### config.mk
export PLATFORM = sky130hd
export DESIGN_NAME = pipeline_retire_monitor
export DESIGN_NICKNAME = d
export VERILOG_FILES = /design/src/rtl/pipeline_retire_monitor.sv
export SDC_FILE = /design/constraint.sdc
export NUM_CORES = 1
export LEC_CHECK = 0
export CORE_MARGIN = 2
export CORE_UTILIZATION = 50
export CTS_CLUSTER_SIZE = 10
export DETAILED_ROUTE_END_ITERATION = 12
export HOLD_SLACK_MARGIN = 0.06
export PLACE_DENSITY = 0.74
export REMOVE_ABC_BUFFERS = 1
export SLEW_MARGIN = 20
export SYNTH_ARGS = -nofsm -noshare
export SYNTH_HDL_FRONTEND = slang
export SYNTH_SLANG_ARGS = --single-unit
### constraint.sdc
create_clock -name i_Clk -period 7.3 [get_ports i_Clk]
set_input_delay 0.73 -clock i_Clk [delete_from_list [all_inputs] [get_ports i_Clk]]
set_output_delay 0.73 -clock i_Clk [all_outputs]
set_load 0.05 [all_outputs]
### src/rtl/pipeline_retire_monitor.sv
// Write-back observer: counts cycles/retires, buffers register commits in a FWFT trace FIFO,
// and raises a sticky done once the run ends and the trace drains. Optional build macro: RETIRE_MONITOR_X0_FILTER_EN.
module pipeline_retire_monitor #(
    parameter int          CYCLE_LIMIT = 100,
    parameter int          FIFO_DEPTH  = 8,
    parameter logic [31:0] HALT_INSTR  = 32'h00000073
) (
    input  logic        i_Clk,
    input  logic        i_Reset,
    input  logic        i_Retire_Valid,
    input  logic [31:0] i_Retire_PC,
    input  logic [31:0] i_Retire_Instr,
    input  logic        i_Rd_Write,
    input  logic [4:0]  i_Rd_Addr,
    input  logic [31:0] i_Rd_Data,
    input  logic        i_Trace_Ready,
    output logic        o_Trace_Valid,
    output logic [31:0] o_Trace_PC,
    output logic [4:0]  o_Trace_Rd_Addr,
    output logic [31:0] o_Trace_Rd_Data,
    output logic [7:0]  o_Dropped,
    output logic [31:0] o_Retired_Count,
    output logic [31:0] o_Cycle_Count,
    output logic        o_Done,
    output logic [1:0]  o_Done_Cause
);

    localparam int AW = $clog2(FIFO_DEPTH);

    typedef enum logic [1:0] {ST_RUN, ST_DRAIN, ST_DONE} state_t;

    state_t        state_q, state_d;
    logic [31:0]   cycle_q, cycle_d;
    logic [31:0]   retired_q, retired_d;
    logic [7:0]    dropped_q, dropped_d;
    logic [1:0]    cause_q, cause_d;
    logic          done_q, done_d;
    logic [AW-1:0] wr_ptr_q, wr_ptr_d;
    logic [AW-1:0] rd_ptr_q, rd_ptr_d;
    logic [AW:0]   count_q, count_d;

    logic [31:0]   trace_pc_q   [FIFO_DEPTH];
    logic [4:0]    trace_rd_q   [FIFO_DEPTH];
    logic [31:0]   trace_data_q [FIFO_DEPTH];

    logic          is_run, fifo_empty, fifo_full, pop, commit, push, halt, limit_hit, rd_ok;
    logic [31:0]   cycle_inc;

`ifdef RETIRE_MONITOR_X0_FILTER_EN
    assign rd_ok = (i_Rd_Addr != 5'd0);
`else
    assign rd_ok = 1'b1;
`endif

    assign is_run     = (state_q == ST_RUN);
    assign fifo_empty = (count_q == '0);
    assign fifo_full  = (count_q == (AW+1)'(FIFO_DEPTH));
    assign pop        = !fifo_empty && i_Trace_Ready;
    assign commit     = is_run && i_Retire_Valid && i_Rd_Write && rd_ok;
    // A full FIFO still accepts when the head leaves on the same edge.
    assign push       = commit && (!fifo_full || pop);
    assign halt       = is_run && i_Retire_Valid && (i_Retire_Instr == HALT_INSTR);
    assign cycle_inc  = cycle_q + 32'd1;
    assign limit_hit  = is_run && (cycle_inc == 32'(CYCLE_LIMIT));

    always_comb begin
        state_d   = state_q;
        cycle_d   = cycle_q;
        retired_d = retired_q;
        dropped_d = dropped_q;
        cause_d   = cause_q;
        done_d    = done_q;
        wr_ptr_d  = wr_ptr_q;
        rd_ptr_d  = rd_ptr_q;
        count_d   = count_q;

        case (state_q)
            ST_RUN: begin
                cycle_d = cycle_inc;
                if (i_Retire_Valid) retired_d = retired_q + 32'd1;
                if (commit && !push && (dropped_q != 8'hFF)) dropped_d = dropped_q + 8'd1;
                if (halt) begin
                    state_d = ST_DRAIN;
                    cause_d = 2'b01;
                end else if (limit_hit) begin
                    state_d = ST_DRAIN;
                    cause_d = 2'b10;
                end
            end
            ST_DRAIN: begin
                if (fifo_empty) begin
                    state_d = ST_DONE;
                    done_d  = 1'b1;
                end
            end
            ST_DONE: ;
            default: state_d = ST_RUN;
        endcase

        if (push) wr_ptr_d = wr_ptr_q + AW'(1);
        if (pop)  rd_ptr_d = rd_ptr_q + AW'(1);
        case ({push, pop})
            2'b10:   count_d = count_q + (AW+1)'(1);
            2'b01:   count_d = count_q - (AW+1)'(1);
            default: count_d = count_q;
        endcase
    end

    always_ff @(posedge i_Clk or posedge i_Reset) begin
        if (i_Reset) begin
            state_q   <= ST_RUN;
            cycle_q   <= '0;
            retired_q <= '0;
            dropped_q <= '0;
            cause_q   <= '0;
            done_q    <= 1'b0;
            wr_ptr_q  <= '0;
            rd_ptr_q  <= '0;
            count_q   <= '0;
        end else begin
            state_q   <= state_d;
            cycle_q   <= cycle_d;
            retired_q <= retired_d;
            dropped_q <= dropped_d;
            cause_q   <= cause_d;
            done_q    <= done_d;
            wr_ptr_q  <= wr_ptr_d;
            rd_ptr_q  <= rd_ptr_d;
            count_q   <= count_d;
        end
    end

    // Storage needs no reset: entries are only visible while the occupancy is non-zero.
    always_ff @(posedge i_Clk) begin
        if (push) begin
            trace_pc_q[wr_ptr_q]   <= i_Retire_PC;
            trace_rd_q[wr_ptr_q]   <= i_Rd_Addr;
            trace_data_q[wr_ptr_q] <= i_Rd_Data;
        end
    end

    assign o_Trace_Valid   = !fifo_empty;
    assign o_Trace_PC      = trace_pc_q[rd_ptr_q];
    assign o_Trace_Rd_Addr = trace_rd_q[rd_ptr_q];
    assign o_Trace_Rd_Data = trace_data_q[rd_ptr_q];
    assign o_Dropped       = dropped_q;
    assign o_Retired_Count = retired_q;
    assign o_Cycle_Count   = cycle_q;
    assign o_Done          = done_q;
    assign o_Done_Cause    = cause_q;

endmodule

### Word level (Yosys, flattened, before mapping)

Memory sizes are Yosys's and may differ from the RTL's.
Index checks and enable logic that the tools add are counted.

| cells by class | value |
|---|---|
| add/subtract/negate cells | 7 |
| muxes and demuxes | 9 |
| $lt $le $gt $ge | 0 |
| reduce and logical (&&, ||, !) cells | 21 |
| eq/ne operators | 10 |
| multiply operators | 0 |
| shift-type cells | 0 |
| div/mod/pow operators | 0 |
| bitwise logic cells | 1 |

Operators with widths:

| operator | count |
|---|---|
| $add 32x1->32 const B | 2 |
| $eq 32x7->1 const B | 2 |
| $mux 2 | 5 |
| $add 8x1->8 const B | 1 |
| $logic_and 1x1->1 | 8 |
| $ne 8x8->1 const B | 1 |
| $pmux 4 s2 | 1 |
| $reduce_and 2->1 | 4 |
| $add 3x1->3 const B | 2 |
| $pmux 2 s3 | 1 |
| $add 4x1->4 const B | 1 |
| $eq 2x1->1 const B | 2 |
| $eq 2x2->1 const B | 2 |
| $eq 4x4->1 const B | 1 |
| $logic_not 4->1 | 1 |
| $reduce_bool 2->1 | 2 |
| $sub 4x1->4 const B | 1 |
| $logic_not 1->1 | 3 |
| $ne 3x1->1 const B | 1 |
| $reduce_and 3->1 | 1 |
| $logic_not 2->1 | 1 |
| $mux 1 | 2 |
| $ne 2x2->1 const B | 1 |
| $logic_or 1x1->1 | 1 |
| $not 1->1 | 1 |

| storage, ports and cells | value |
|---|---|
| memories | 3 |
| bits of input ports | 106 |
| RAM bits | 552 |
| word-level logic and storage cells | 60 |
| output and inout port bits | 145 |
| register bits after elaboration | 87 |
| bits in read-only memories | 0 |
| bits in latches | 0 |

Memory list:

| memory | depth | width | rd ports | clocked after Yosys merged registers in | write ports | RTL line | source |
|---|---|---|---|---|---|---|---|
| trace_data_q | 8 | 32 | 1 | 0 | 1 | 44 | `logic [31:0] trace_data_q [FIFO_DEPTH];` |
| trace_pc_q | 8 | 32 | 1 | 0 | 1 | 42 | `logic [31:0] trace_pc_q [FIFO_DEPTH];` |
| trace_rd_q | 8 | 5 | 1 | 0 | 1 | 43 | `logic [4:0] trace_rd_q [FIFO_DEPTH];` |

### Logic depth before layout (Yosys ltp)

| depth | value |
|---|---|
| depth in word-level cells | 9 |
| gate-level depth with buffers | 9 |
| depth with buffers taken out | 9 |

### Least setup slack after synthesis

OpenSTA, ideal clock, no wires.

| path | value |
|---|---|
| path kind | input -> register |
| from | input i_Retire_Valid |
| to | memory trace_data_q[4][0] (enable) |
| setup time | 0.595 ns |
| path slack | -0.005 ns |
| buffers on the path | 0 |
| arrival | 6.710 ns |
| required time | 6.705 ns |
| stages | 5 |
| cells stage by stage | nor3b_4 > nand2_1 > nor2b_1 > nand2b_1 > nor3b_1 |

| on the way | value |
|---|---|
| cells in the longest elaborated chain, start to end | 5 |

Ends and longest elaborated chain:

| what | RTL line | source |
|---|---|---|
| start: declaration | 10 | `input logic i_Retire_Valid,` |
| $logic_and 1x1->1 (2 in a row) | 59 | `assign commit = is_run && i_Retire_Valid && i_Rd_Write && rd_ok;` |
| $logic_and 1x1->1 | 61 | `assign push = commit && (!fifo_full \|\| pop);` |
| $mux 1 | 135 | `if (push) begin` |
| $mux 1 (implied by the code) | 138 | `trace_data_q[wr_ptr_q] <= i_Rd_Data;` |
| end: declaration | 44 |  |

No other way between the ends.

### Final worst setup path

| path | value |
|---|---|
| from | register rd_ptr_q[0] |
| to | output o_Trace_Rd_Data[22] |

| on the way | value |
|---|---|
| cells in the longest elaborated chain, start to end | 1 |

Ends and longest elaborated chain:

| what | RTL line | source |
|---|---|---|
| start: declaration | 39 | `logic [AW-1:0] rd_ptr_q, rd_ptr_d;` |
| start signal: assignment | 128 | `rd_ptr_q <= rd_ptr_d;` |
| $mem_v2 8x32 | n/a |  |
| end: declaration | 20 | `output logic [31:0] o_Trace_Rd_Data,` |

No other way between the ends.

==> impl_results.md <==
- Slew Limit Headroom: 0.368
- DR WL/cell: roughly 24 µm
- Crit Path Category: register to primary output
- WP data arrival: around 3.9 ns
- Initial core utilization: 0.504
- EDFF count, synth: between 500 and 600
- Synth Area in XOR/XNOR: 0.0278
- Drt drc: 0
- Post-Synth Adder-Cell Area: 0.00427
- Worst Setup SP: rd_ptr_q[0]$_DFFE_PP0P_
- Post-synth top area share: 0.658
- Sequential power share: 0.381
- Vias: between 10k and 15k
- Synth Area in Compound Gates: 0.00845
- CTS tree: built
- Worst-path cell with the longest stage delay: dfrtp_4
- Antenna violations before repair: 5
- VDD IR max: 0.276 mV
- Synthesized area: approximately 25000 µm²
- CTS clk-pin slew, worst paths: about 0.050 ns
- Clk_skew: between 0.02 and 0.025 ns
- CORE AREA: 50000 µm²
- Starting DRT DRC Count: 920
- CTS Hold Bufs: 0
- First-pass GRT wire length: ~80000 µm
- Cell Int Power: around 8000 µW
- Post-CTS Repair Setup Buffers: 0
- Critical Path Stages: 4
- Routed Antenna Nets: 0
- Final Setup Violations: 0
- Reg2reg end: trace_data_q[7][16]$_DFFE_PP_
- CP bufs+invs: 2
- Htree depth: 3
- Cell Pwr Density: around 390 nW/µm²
- Seq cells post-synth: ~640
- Psw: 4080 µW
- Post-synthesis mux area share: 0.158
- Worst Hold Class: input pin to async pin
- Synth cell count leaders: 552 x edfxtp_1, 138 x mux4_2, 87 x dfrtp_1
- Top delay family on crit path: buffers and inverters
- Fin crit period: ~4.6 ns
- CTS max path bufs: 3
- Crit-path max FO: 36
- CP Capture Type: primary output
- Most frequent cell after synthesis: edfxtp_1
- Syn. warnings: 0
- Final HPWL DP: 29500 µm
- Vias in the first global route: around 14k
- Largest family of logic cells by synthesized area: multiplexers
- Cell taking the most area after synthesis: edfxtp_1
- Final hold vios: 0
- Sink Count: around 640
- Synth area leaders: edfxtp_1 66%, mux4_2 12%, dfrtp_1 8.6%, mux2_2 3.3%, xnor2_1 1.9%
- Reg-to-reg slack, setup: about 3.6 ns
- PortBufs: 250
- Leading register cell type out of synthesis: edfxtp_1
- Gpl congestion: roughly 0.85
- LEAKAGE: between 0.01 and 0.015 µW
- Worst EP required: between 6 and 7 ns
- Crit-path max cell delay: 0.94 ns
- Synth Area in Simple Gates: 0.0468
- Reg2Reg Depth: 6
- Drt first pass iters: 5
- Largest net degree at the start of global routing: just over 100
- Sw Ratio: 0.338
- Die height: roughly 230 µm
- Clock share of power: 0.269
- Post-cts resize count: 0
- Syn avg cell area: 20.2 µm²
- Combinational power share: 0.350
- Critical path startpoint category: register
- Worst skew pair latency: between 0.6 and 0.7 ns
- Critical Path Sink: o_Trace_Rd_Data[22]
- Total GRT Usage: 0.207
- Total Power: approximately 12000 µW
- Cells along the critical path: buf_4, mux4_2, mux2_2, clkdlybuf4s50_1
- Row count: 82
- Root Buffer: clkbuf_16
- Max Cap Violations: 0
- I/O Pins: 251
- Total CTS buffers: between 70 and 80
- Fin Setup TNS: 0 ns
- Distinct cells, synth: between 50 and 60
- Worst slew pin tran: between 0.9 and 1 ns
- Status: completed
- R2r startpoint: state_q[0]$_DFFE_PP0P_
- Layout area overhead: 21.7%
- Sequential fraction of the synthesis area: 0.745
- Post-Synthesis Cells: about 1.2k
- Post-Route WL: about 53000 µm
- Fmax: about 220 MHz
- Fin crit share: 0.628
- FFs w/ async S/R, synth: 0.136
- Overflow after GRT: 0
- Via-per-instance ratio: 5.70
- Die Area: roughly 52000 µm²
- Fin nets: 1656
- Die width: 228 µm
- Share of cells above drive strength 1: 0.216
- Final Max Tran Viols: 0
- RSZ-0062 raised after global routing: no
-- worst reg2reg max path, stage by stage (launching register included) --
cell     delay, ns
dfrtp_1       0.49
nor3b_4       0.46
nand2_1       0.14
nor2b_1       0.36
nand2_1       0.27
nor2_4        0.80
buf_4         0.74
-- cell families (layout without fill, tap and decap cells) --
group	count (synthesis)	count (layout)
flip-flops	639	639
XOR/XNOR	80	80
AND/OR/NAND/NOR	213	213
AO/OA/AOI/OAI	29	29
other	0	1
multiplexers	216	216
adder cells (fa/ha/maj)	8	8
buffers and inverters	62	374
-- worst min path at each step --
stage / start / end / slack, ns
3_5_place_dp: o_Done$_DFFE_PP0P_ / o_Done$_DFFE_PP0P_ / 0.45
5_1_grt: i_Reset / o_Dropped[5]$_DFFE_PP0P_ / 0.49
6_report: i_Reset / o_Retired_Count[28]$_DFFE_PP0P_ / 0.46
4_1_cts: i_Reset / o_Dropped[3]$_DFFE_PP0P_ / 0.44
3_3_place_gp: o_Done$_DFFE_PP0P_ / o_Done$_DFFE_PP0P_ / 0.46
2_1_floorplan: count_q[3]$_DFFE_PP0P_ / count_q[3]$_DFFE_PP0P_ / 0.46
-- per-layer routing --
layer  vias up  GRT usage  wire length, µm  part of all wire
met5         -          0               49           0.00093
li1       5618          -                -                 -
met2       402      0.341            26100              0.49
met4         8     0.0570              810             0.015
met1      6633      0.273            21900              0.41
met3        60     0.0574             4020             0.076
-- sequential cells by signal, indices dropped and copies added (netlist names) --
register / flops
rd_ptr_q: 3
o_Retired_Count: 32
trace_rd_q: 40
state_q: 2
trace_data_q: 256
wr_ptr_q: 3
o_Cycle_Count: 32
trace_pc_q: 256
o_Done: 1
o_Dropped: 8
o_Done_Cause: 2
count_q: 4
-- metrics by stage --
stage                     std cells  utilization  hold WS [ns]  area [µm²]  setup WS (ns)
after floorplan                1197            -         0.460       25000       -0.00499
after global placement         2138        0.572         0.460       28600           2.66
after detailed placement       2138        0.572         0.452       28600           2.80
after CTS                      2231        0.613         0.443       30600           2.59
final                          2232        0.613         0.458       30600           2.72
after global routing           2231        0.613         0.490       30600           2.47
-- final cells by class --
type,instances,area (µm²)
inverter,12,46.3
fill,3506,19300
antenna,1,2.50
multi-input combinational,546,6230
sequential,639,18800
clock inverter,5,91.3
clock buffer,88,1970
tap,672,841
timing repair buffer,269,2700
-- layout by cell type, fill, tap and decap left out, drive strengths merged, types with 8 or more instances in the layout --
master	n
xnor2	55
xor2	25
inv	13
and3	8
clkdlybuf4s50	250
buf	19
edfxtp	552
nor3	20
mux2	73
dfrtp	87
clkbuf	88
nor4	14
nand4	26
nand3	23
nor2	33
mux4	138
nand2	50
-- power groups by stage --
stage	logic (µW)	clock network [µW]	registers, µW
finish	4230	3240	4600
global route	4430	3460	4640
CTS	4290	3310	4610
detailed placement	4270	0	4670
global placement	4250	0	4650
floorplan	2880	0	4980
Power figures use the tool's default switching activity.
